File: src/rtl/hazard_bubble_stage.sv
// ID/EX control-word stage: inserts bubbles on load-use risk or flush, stalls PC/IF-ID, latches halt.
// Optional macro HAZARD_PERF_CNT_EN builds a saturating counter of risk-caused bubbles.
module hazard_bubble_stage #(
  parameter int CTRL_W          = 24,
  parameter int LOAD_USE_CYCLES = 1,
  parameter int PERF_W          = 16
) (
  input  logic              i_clk,
  input  logic              i_rst_n,
  input  logic              i_step_en,
  input  logic              i_valid,
  input  logic [CTRL_W-1:0] i_ctrl,
  input  logic              i_halt,
  input  logic              i_risk,
  input  logic              i_flush,
  output logic [CTRL_W-1:0] o_ctrl,
  output logic              o_valid,
  output logic              o_bubble,
  output logic              o_stall_pc,
  output logic              o_halt,
  output logic [PERF_W-1:0] o_perf_bubbles
);

  // cnt only needs to hold LOAD_USE_CYCLES-1, the bubbles still owed after the RUN entry
  localparam int CNT_W = (LOAD_USE_CYCLES > 1) ? $clog2(LOAD_USE_CYCLES) : 1;
  localparam logic [CNT_W-1:0] CNT_INIT = CNT_W'(LOAD_USE_CYCLES - 1);

  typedef enum logic [1:0] {
    S_RUN    = 2'd0,
    S_STALL  = 2'd1,
    S_HALTED = 2'd2
  } state_e;

  state_e            state_q, state_d;
  logic [CNT_W-1:0]  cnt_q, cnt_d;
  logic [CTRL_W-1:0] ctrl_q, ctrl_d;
  logic              valid_q, valid_d;
  logic              bubble_q, bubble_d;
  logic              halt_q, halt_d;
  logic              stall_pc;

  always_ff @(posedge i_clk or negedge i_rst_n) begin
    if (!i_rst_n) begin
      state_q  <= S_RUN;
      cnt_q    <= '0;
      ctrl_q   <= '0;
      valid_q  <= 1'b0;
      bubble_q <= 1'b0;
      halt_q   <= 1'b0;
    end else if (i_step_en) begin
      state_q  <= state_d;
      cnt_q    <= cnt_d;
      ctrl_q   <= ctrl_d;
      valid_q  <= valid_d;
      bubble_q <= bubble_d;
      halt_q   <= halt_d;
    end
  end

  always_comb begin
    state_d  = state_q;
    cnt_d    = cnt_q;
    ctrl_d   = ctrl_q;
    valid_d  = valid_q;
    bubble_d = bubble_q;
    halt_d   = halt_q;
    stall_pc = 1'b0;
    case (state_q)
      S_RUN: begin
        if (i_flush) begin
          ctrl_d   = '0;
          valid_d  = 1'b0;
          bubble_d = 1'b1;
        end else if (i_risk && i_valid) begin
          ctrl_d   = '0;
          valid_d  = 1'b0;
          bubble_d = 1'b1;
          cnt_d    = CNT_INIT;
          stall_pc = 1'b1;
          state_d  = (LOAD_USE_CYCLES > 1) ? S_STALL : S_RUN;
        end else begin
          ctrl_d   = i_ctrl;
          valid_d  = i_valid;
          bubble_d = 1'b0;
          // halt itself goes to EX so older instructions can drain
          if (i_valid && i_halt) begin
            state_d = S_HALTED;
            halt_d  = 1'b1;
          end
        end
      end
      S_STALL: begin
        stall_pc = 1'b1;
        ctrl_d   = '0;
        valid_d  = 1'b0;
        bubble_d = 1'b1;
        if (i_flush) begin
          cnt_d   = '0;
          state_d = S_RUN;
        end else begin
          cnt_d = cnt_q - 1'b1;
          if (cnt_q == CNT_W'(1)) state_d = S_RUN;
        end
      end
      S_HALTED: begin
        stall_pc = 1'b1;
        ctrl_d   = '0;
        valid_d  = 1'b0;
        bubble_d = 1'b0;
        halt_d   = 1'b1;
      end
      default: begin
        state_d = S_RUN;
        cnt_d   = '0;
      end
    endcase
  end

  assign o_ctrl     = ctrl_q;
  assign o_valid    = valid_q;
  assign o_bubble   = bubble_q;
  assign o_halt     = halt_q;
  // state reads RUN during reset, so gate explicitly to keep PC free while reset is held
  assign o_stall_pc = i_rst_n & stall_pc;

`ifdef HAZARD_PERF_CNT_EN
  logic              risk_bubble;
  logic [PERF_W-1:0] perf_q;

  assign risk_bubble = ~i_flush & (((state_q == S_RUN) & i_risk & i_valid) | (state_q == S_STALL));

  always_ff @(posedge i_clk or negedge i_rst_n) begin
    if (!i_rst_n) begin
      perf_q <= '0;
    end else if (i_step_en && risk_bubble && !(&perf_q)) begin
      perf_q <= perf_q + 1'b1;
    end
  end

  assign o_perf_bubbles = perf_q;
`else
  assign o_perf_bubbles = '0;
`endif

endmodule
File: config.mk
export PLATFORM = sky130hd
export DESIGN_NAME = hazard_bubble_stage
export DESIGN_NICKNAME = d
export VERILOG_FILES = /design/src/rtl/hazard_bubble_stage.sv
export SDC_FILE = /design/constraint.sdc
export NUM_CORES = 1
export LEC_CHECK = 0
export BUFFER_PORTS_ARGS = -buffer_cell sky130_fd_sc_hd__buf_2
export CAP_MARGIN = 20
export CORE_AREA = 2 2 61 63
export DETAILED_ROUTE_END_ITERATION = 7
export DIE_AREA = 0 0 63 65
export GPL_TIMING_DRIVEN = 0
export PLACE_DENSITY = 0.83
export SLEW_MARGIN = 20
export SYNTH_ARGS = -nofsm -noshare
export SYNTH_HDL_FRONTEND = slang
export SYNTH_SLANG_ARGS = --single-unit
export TNS_END_PERCENT = 5
File: constraint.sdc
create_clock -name i_clk -period 1 [get_ports i_clk]
set_input_delay 0.05 -clock i_clk [delete_from_list [all_inputs] [get_ports i_clk]]
set_output_delay 0.05 -clock i_clk [all_outputs]
set_load 0.005 [all_outputs]
==> metrics, run 1 <==
status=finished, violations left; failing checks=hold timing, setup timing; largest net degree at the start of global routing=30; Relative slew margins=57.0%; Layout Nets=225; gr ovfl total=0; Max stage delay on crit path=0.44 ns; Crit Reg-Reg Startpoint=state_q[1]$_DFFE_PN0P_; DR vias/cell=4.64; global-route wire length before repair=5210 µm; Max Freq=893 MHz; Setup WS pre-CTS=-0.0954 ns; Worst Setup EP=o_valid$_DFFE_PN0P_; antenna cells=0; Routed WL=3240 µm; Pint=1.90 mW; IO buf count=58; R2R Setup Slk=-0.12 ns; CP Capture Type=register; Synth Cell Area=1240 µm²; Synth Register Bits=28; Starting Density=35.4%; Critical Path Fanout Max=4; Die X=63 µm; switching power of the nets=585 µW; class of the worst hold path=in -> async; routed wl met3=209 µm; Worst-Skew Late Latency=0.32 ns; Vias=1,119; CP cell instances=buf_4 -> nor4b_2 -> mux2_2; H-tree Lvls=1; r2r endpoint=o_valid$_DFFE_PN0P_; Synth area leader=dfrtp_1; Row Count=22; full die area=4100 µm²; Synth top cells by count=28 x dfrtp_1, 24 x a32o_1, 16 x buf_4; P&R area growth vs syn=58.2%; Setup crit start=state_q[1]$_DFFE_PN0P_; Arr. time, crit path=1.39 ns; Logic pwr share=21.0%; drt pass-1 iters=4; count of different cell masters after synthesis=20; worst setup path class=reg -> reg; worst hold slack=-0.270 ns; register area share after synthesis=56.6%; Hold Vio Cnt, Final=28; post-synth top area share=56.6%; cell with the most instances after synthesis=dfrtp_1; setup violators final=22; gp weighted congestion=0.721; clock network power share=29.3%; DR iter-0 viols=80; Finished Layout Cells=241; Mean Syn Cell Area=13.7 µm²; Top Metal Used=met4; Pins Over Slew Limit=0; # DRC=0; maxcap violations=0; Core Box Area=3500 µm²; Mapped Cells=90; Async SR Flop Fraction=100%; RSZ-0062 raised after global routing=true; Net Sw Frac=23.5%; static leakage=1.04 nW; clock slew at reported path FFs=0.14 ns; Worst-Margin Slew=0.646 ns; HPWL Detailed=2010 µm; TritonCTS Sinks=28; Critical Path Start Type=register; vias in the first global route=1,093; setup TNS=-1.45 ns; Peak VDD IR=0.644 mV; period utilization=112%; Yosys warnings=0; CTS tree=yes; Met1 Wirelength=1330 µm; Most used DFF post-synth=dfrtp_1; Max Clock Skew=0.00201 ns; Placed Instances=211; PnR worst setup slack=-0.120 ns; antenna-violating nets left=0; initial antenna violation count=0; Slowest cell on crit path=dfrtp_1; CTS Buf Count=3; Post-synth EDFFs=0; Reg2Reg Depth=3; quantity of hold-fixing buffers added after cts=24; fraction of layout cells with a size suffix above 1=47.2%; Wirelength per Cell=13.4 µm; ranking of synthesized cells by area=dfrtp_1 57%, a32o_1 19%, buf_4 9.7%; I/O pin count=75; PD cells=1270 nW/µm²; WL met2=1680 µm; sequential share of power=49.7%; clk root buf=clkbuf_4; min Tclk post-route=1.12 ns; CTS max path bufs=2; Critical Path RT=1.27 ns; Die Span Y=65 µm; GRT Resource Usage Total=16.3%
-- sequential cells by signal (all words and copies together), names as in the netlist --
name      count
o_bubble      1
o_ctrl       24
o_halt        1
o_valid       1
state_q       1
-- critical path, delay by kind of cell, from the launching register on --
| family | cells | cell delay [ns] |
|---|---|---|
| and+or+nand+nor | 1 | 0.29 |
| DFF | 1 | 0.44 |
| buffers and inverters | 1 | 0.15 |
| muxes | 1 | 0.19 |
-- layer usage --
layer / global-route usage, % / vias to the layer above
met5: 0 / -
met4: 5.28 / 0
met3: 2.78 / 2
met2: 28.9 / 54
met1: 20.0 / 539
li1: - / 524
-- how the worst min path moves through the flow --
| stage | to | cells past startpoint | from |
|---|---|---|---|
| after floorplan | o_bubble$_DFFE_PN0P_ | 0 | i_rst_n |
| after global placement | o_ctrl[20]$_DFFE_PN0P_ | 1 | i_rst_n |
| after detailed placement | o_ctrl[20]$_DFFE_PN0P_ | 1 | i_rst_n |
| after CTS | o_ctrl[1]$_DFFE_PN0P_ | 1 | i_rst_n |
| after global routing | o_ctrl[1]$_DFFE_PN0P_ | 1 | i_rst_n |
| final | o_ctrl[20]$_DFFE_PN0P_ | 1 | i_rst_n |
-- what timing repair did --
action	CTS	global route
resized for setup	0	1
setup buffers	2	0
endpoints found under the setup margin	26	22
endpoints found under the hold margin	52	28
pin swaps	1	1
cloned	0	0
-- metrics by stage --
step           util [%]  power (mW)  cell area, µm²
2_1_floorplan         -        1.48            1290
3_3_place_gp       47.0        1.67            1640
3_5_place_dp       47.0        1.68            1640
4_1_cts            55.8        2.52            1950
5_1_grt            56.0        2.64            1960
6_report           56.0        2.49            1960
-- cell families after synthesis --
| group | Yosys count | synth area share [%] |
|---|---|---|
| compound gates | 29 | 23.3 |
| simple gates | 7 | 3.94 |
| mux | 1 | 0.910 |
| buf+inv | 24 | 15.0 |
| flops | 28 | 56.6 |
| other cells | 1 | 0.303 |
-- power groups by stage --
stage / registers [mW] / clock network [mW] / logic [mW]
global route: 1.24 / 0.824 / 0.570
finish: 1.24 / 0.729 / 0.522
detailed placement: 1.26 / 0 / 0.416
floorplan: 1.26 / 0 / 0.221
CTS: 1.23 / 0.771 / 0.511
global placement: 1.26 / 0 / 0.413
-- layout make-up --
| type | instances | area [µm²] |
|---|---|---|
| fill | 287 | 1540 |
| sequential | 28 | 701 |
| timing repair buffer | 84 | 546 |
| multi-input combinational | 53 | 414 |
| buffer | 23 | 181 |
| tap | 48 | 60.1 |
| clock inverter | 1 | 30.0 |
| clock buffer | 3 | 22.5 |
| inverter | 1 | 3.75 |
-- cells in the final DEF, fill, tap and decap left out --
master	count
nand2b_1	1
buf_8	2
a32o_1	24
a21oi_4	1
inv_1	1
and3b_1	1
mux2_2	1
nor2b_1	1
conb_1	16
bufinv_16	1
dfrtp_1	28
o21bai_2	1
o21a_1	1
dlygate4sd3_1	24
buf_6	1
a21oi_1	1
clkbuf_4	3
nor4b_2	1
o31ai_1	1
nand4bb_1	1
buf_4	18
nor2_1	2
buf_2	62
Note: power is estimated with default switching activity, not from simulation.
==> run 2, diff against run 1 <==
RECOVER_POWER = 100   (was default)
==> metrics, run 2 (same netlist as run 1, synthesis figures left out) <==
Vias=1,105 (-1.3%); IO buf count=58 (unchanged); period utilization=111% (-0.50 points); Die Span Y=65 µm (unchanged); maxcap violations=0 (unchanged); HPWL Detailed=2010 µm (unchanged); CP cell instances=buf_4 -> nor4b_2 -> mux2_2; Slowest cell on crit path=dfrtp_1; Max stage delay on crit path=0.44 ns (about the same); PnR worst setup slack=-0.115 ns (+0.00503 ns); Routed WL=3220 µm (-0.40%); GRT Resource Usage Total=16.3% (unchanged); Die X=63 µm (unchanged); class of the worst hold path=in -> async; antenna cells=0 (unchanged); Worst-Skew Late Latency=0.32 ns (about the same); Design Power=2.48 mW (-0.31%); setup violators final=22 (unchanged); H-tree Lvls=1 (unchanged); drt pass-1 iters=4 (unchanged); most frequent cells in the layout=50 x buf_2, 28 x dfrtp_1, 24 x a32o_1, 24 x dlygate4sd3_1, 18 x buf_4; vias in the first global route=1,093 (unchanged); quantity of hold-fixing buffers added after cts=24 (unchanged); Worst-Margin Slew=0.642 ns (-0.00364 ns); Starting Density=35.4% (unchanged); clock slew at reported path FFs=0.15 ns (about the same); Max Freq=897 MHz (+0.45%); Critical Path RT=1.27 ns (about the same); failing checks=hold timing, setup timing; RSZ-0062 raised after global routing=true; PD cells=1280 nW/µm² (+0.46%); Relative slew margins=57.2% (+0.24 points); global-route wire length before repair=5210 µm (unchanged); Row Count=22 (unchanged); number of fill cells=295 (+2.8%); clk root buf=clkbuf_4; commonest non-fill, non-tap cell in the layout=buf_2; min Tclk post-route=1.11 ns (-0.00504 ns); Hold Vio Cnt, Final=28 (unchanged); fraction of layout cells with a size suffix above 1=40.9% (-6.2 points); Pins Over Slew Limit=0 (unchanged); worst setup path class=reg -> reg; worst hold slack=-0.273 ns (-0.00302 ns); DR vias/cell=4.59 (-1.3%); Largest register FFs=24 (unchanged); Arr. time, crit path=1.39 ns (about the same); static leakage=0.995 nW (-4.5%); Layout Nets=225 (unchanged); initial antenna violation count=0 (unchanged); full die area=4100 µm² (unchanged); Core Box Area=3500 µm² (unchanged); CTS tree=yes; Worst Path Buf+Inv=1 (unchanged); antenna-violating nets left=0 (unchanged); Wirelength per Cell=13.4 µm (-0.40%); CP Capture Type=register; Final Util=55.6% (-0.43 points); status=finished, violations left; gp weighted congestion=0.721 (unchanged); Peak VDD IR=0.644 mV (about the same); Critical Path Fanout Max=4 (unchanged); # DRC=0 (unchanged); CTS max path bufs=2 (unchanged); largest net degree at the start of global routing=30 (unchanged); gr ovfl total=0 (unchanged); P&R area growth vs syn=57.0%; TritonCTS Sinks=28 (unchanged); DR iter-0 viols=76 (-5.0%); Placed Instances=211 (unchanged); I/O pin count=75 (unchanged); Critical Path Start Type=register; CTS Buf Count=3 (unchanged); Finished Layout Cells=241 (unchanged); CP top delay family=flip-flops; Max Clock Skew=0.000778 ns (-0.00124 ns)
run 2: final timing paths:
check                                        from                      to  slack, ns  cells after the start
max                        state_q[1]$_DFFE_PN0P_     o_valid$_DFFE_PN0P_      -0.11                      3
min                                       i_rst_n  o_ctrl[20]$_DFFE_PN0P_      -0.27                      1
max reg2reg                state_q[1]$_DFFE_PN0P_     o_valid$_DFFE_PN0P_      -0.11                      3
min reg2reg                 o_ctrl[1]$_DFFE_PN0P_   o_ctrl[1]$_DFFE_PN0P_       0.51                      1
max in group asynchronous                 i_rst_n   o_ctrl[8]$_DFFE_PN0P_       0.86                      1
min in group i_clk                      i_step_en     o_valid$_DFFE_PN0P_       0.03                      2
run 2: timing repair:
| item | in CTS | in global routing |
|---|---|---|
| pin swaps | 1 | 1 |
| resized for setup | 0 | 1 |
| hold endpoints to repair | 52 | 28 |
| buffers inserted | 2 | 0 |
| endpoints found under the setup margin | 26 | 22 |
run 2: power breakdown:
group	leakage, nW	switching (mW)	internal, mW
Clock	0.0279	0.324	0.405
Sequential	0.377	0.0387	1.20
Combinational	0.591	0.221	0.292
run 2: routing by layer:
layer	wire [µm]	track usage, %	up-vias	share of wire (%)
li1	-	-	523	-
met1	1350	20.0	533	42
met2	1660	28.9	47	52
met3	191	2.78	2	5.9
met4	18	5.28	0	0.56
met5	0	0	-	0
run 2: stage by stage:
stage	TNS, ns	worst slack (ns)	cell area (µm²)
2_1_floorplan	-0.267	-0.0133	1290
3_3_place_gp	-1.50	-0.0801	1640
3_5_place_dp	-1.63	-0.0954	1640
4_1_cts	-1.25	-0.113	1950
5_1_grt	-2.39	-0.177	1940
6_report	-1.46	-0.115	1940
run 2: cell type report:
class	instances	area, µm²	share of cell area [%]
plain buffers	23	181	9.34
clock buffers	3	22.5	1.16
clock inverters	1	30.0	1.55
inverters	1	3.75	0.193
multi-input cells	53	414	21.3
flip-flops and latches	28	701	36.1
well taps	48	60.1	3.09
repair buffers	84	531	27.3
==> run 3, diff against run 2 <==
RECOVER_POWER = 50   (was 100)
TNS_END_PERCENT = 20   (was 5)
==> metrics, run 3 (same netlist as run 1, synthesis figures left out) <==
status=finished, violations left; failing checks=hold timing, setup timing; I/O pin count=75 (unchanged); Critical Path RT=1.28 ns (about the same); gp weighted congestion=0.721 (unchanged); Row Count=22 (unchanged); switching power of the nets=591 µW (+1.1%); Starting Density=35.4% (unchanged); Design Power=2.51 mW (+1.2%); Pint=1.92 mW (+1.2%); full die area=4100 µm² (unchanged); gr ovfl total=0 (unchanged); antenna-violating nets left=0 (unchanged); IO buf count=58 (unchanged); CP cell instances=buf_4 -> nor4b_2 -> mux2_2; static leakage=1.05 nW (+5.9%); Worst-Margin Slew=0.641 ns (-0.00122 ns); GRT Resource Usage Total=16.3% (unchanged); # DRC=0 (unchanged); setup violators final=22 (unchanged); Critical Path Fanout Max=4 (unchanged); min Tclk post-route=1.12 ns (+0.00373 ns); PD cells=1260 nW/µm² (-0.82%); Max Freq=894 MHz (-0.33%); worst hold slack=-0.274 ns (-0.000934 ns); CP Capture Type=register; Max Clock Skew=0.000781 ns (+0.00000300 ns); HPWL Detailed=2010 µm (unchanged); worst setup path class=reg -> reg; maxcap violations=0 (unchanged); vias in the first global route=1,092 (-0.091%); period utilization=112% (+0.37 points); Peak VDD IR=0.642 mV (-0.38%); Die Span Y=65 µm (unchanged); Relative slew margins=57.3% (+0.082 points); Pins Over Slew Limit=0 (unchanged); drt pass-1 iters=4 (unchanged); class of the worst hold path=in -> async; DR vias/cell=4.60 (+0.31%); Vias=1,113 (+0.72%); Logic pwr share=21.6% (+0.9 points); Die X=63 µm (unchanged); initial antenna violation count=0 (unchanged); GRT Max-Usage Layer=met2; Worst Path Buf+Inv=1 (unchanged); largest net degree at the start of global routing=30 (unchanged); CTS tree=yes; Wirelength per Cell=13.6 µm (+1.6%); Placed Instances=211 (unchanged); commonest non-fill, non-tap cell in the layout=buf_2; clock slew at reported path FFs=0.15 ns (about the same); Max stage delay on crit path=0.44 ns (about the same); P&R area growth vs syn=60.3%; number of fill cells=285 (-3.4%); quantity of hold-fixing buffers added after cts=24 (unchanged); PnR worst setup slack=-0.119 ns (-0.00373 ns); CTS max path bufs=2 (unchanged); RSZ-0062 raised after global routing=true; Routed WL=3290 µm (+2.0%); TritonCTS Sinks=28 (unchanged); M1 GR Usage=20.0% (unchanged); Core Box Area=3500 µm² (unchanged); Setup WS pre-CTS=-0.0954 ns (unchanged); antenna cells=0 (unchanged); sequential share of power=49.3% (-0.6 points); Worst-Skew Late Latency=0.32 ns (about the same); GRT met2 Usage=28.9% (unchanged); fraction of layout cells with a size suffix above 1=47.4% (+6.5 points); global-route wire length before repair=5220 µm (+0.13%); Critical Path Start Type=register; Arr. time, crit path=1.39 ns (about the same); Finished Layout Cells=242 (+0.41%); clk root buf=clkbuf_4; clock network power share=29.1% (-0.3 points); H-tree Lvls=1 (unchanged); Layout Nets=226 (+0.44%); Hold Vio Cnt, Final=28 (unchanged); Final Util=56.7% (+1.1 points); met3 Use GR=2.78% (unchanged); Largest register FFs=24 (unchanged); CP top delay family=flip-flops; Net Sw Frac=23.5% (about the same); CTS Buf Count=3 (unchanged); DR iter-0 viols=89 (+17%); Slowest cell on crit path=dfrtp_1; most frequent cells in the layout=62 x buf_2, 28 x dfrtp_1, 24 x a32o_1, 24 x dlygate4sd3_1, 18 x buf_4
==> run 3: cell count changes in the layout (fill, tap and decap cells not counted), sizes merged <==
| cell | before | now |
|---|---|---|
| clkbuf | 15 | 4 |
| buf | 71 | 83 |
==> run 3: metrics by stage <==
| stage | instance area [µm²] | TNS (ns) | hold WS, ns |
|---|---|---|---|
| 2_1_floorplan | 1290 | -0.267 | -0.246 |
| 3_3_place_gp | 1640 | -1.50 | 0.104 |
| 3_5_place_dp | 1640 | -1.63 | 0.113 |
| 4_1_cts | 1950 | -1.25 | -0.272 |
| 5_1_grt | 1980 | -2.67 | -0.253 |
| 6_report | 1980 | -1.71 | -0.274 |
==> run 3: area by class of cell <==
type                       instances  area (µm²)  share of cell area (%)
sequential                        28         701                    35.3
timing repair buffer              85         571                    28.8
multi-input combinational         53         414                    20.9
buffer                            23         181                    9.15
tap                               48        60.1                    3.03
clock inverter                     1        30.0                    1.51
clock buffer                       3        22.5                    1.14
inverter                           1        3.75                   0.189
==> run 3: final timing paths <==
path,start,endpoint,slack [ns],cells past startpoint
setup reg to reg,state_q[1]$_DFFE_PN0P_,o_valid$_DFFE_PN0P_,-0.12,3
hold reg to reg,o_ctrl[3]$_DFFE_PN0P_,o_ctrl[3]$_DFFE_PN0P_,0.51,1
hold / removal,i_rst_n,o_ctrl[20]$_DFFE_PN0P_,-0.27,1
min in group i_clk,i_step_en,o_valid$_DFFE_PN0P_,0.03,2
setup / recovery,state_q[1]$_DFFE_PN0P_,o_valid$_DFFE_PN0P_,-0.12,3
max in group asynchronous,i_rst_n,o_ctrl[6]$_DFFE_PN0P_,0.86,1
==> run 3: power groups by stage <==
stage               clock network [mW]  registers, mW  logic (mW)
floorplan                            0           1.26       0.221
global route                     0.824           1.24       0.594
global placement                     0           1.26       0.413
detailed placement                   0           1.26       0.416
finish                           0.730           1.24       0.543
CTS                              0.771           1.23       0.511
==> run 3: routing by layer <==
layer	vias to the layer above	part of all wire, %
met5	-	0
li1	525	-
met1	537	42
met4	0	0.58
met3	2	5.9
met2	49	52
==> run 3: what timing repair did <==
action                                  CTS  global route
endpoints found under the hold margin    52            28
endpoints found under the setup margin   26            22
buffers inserted                          2             0
cloned                                    0             1
pin swaps                                 1             3
resized for setup                         0             1
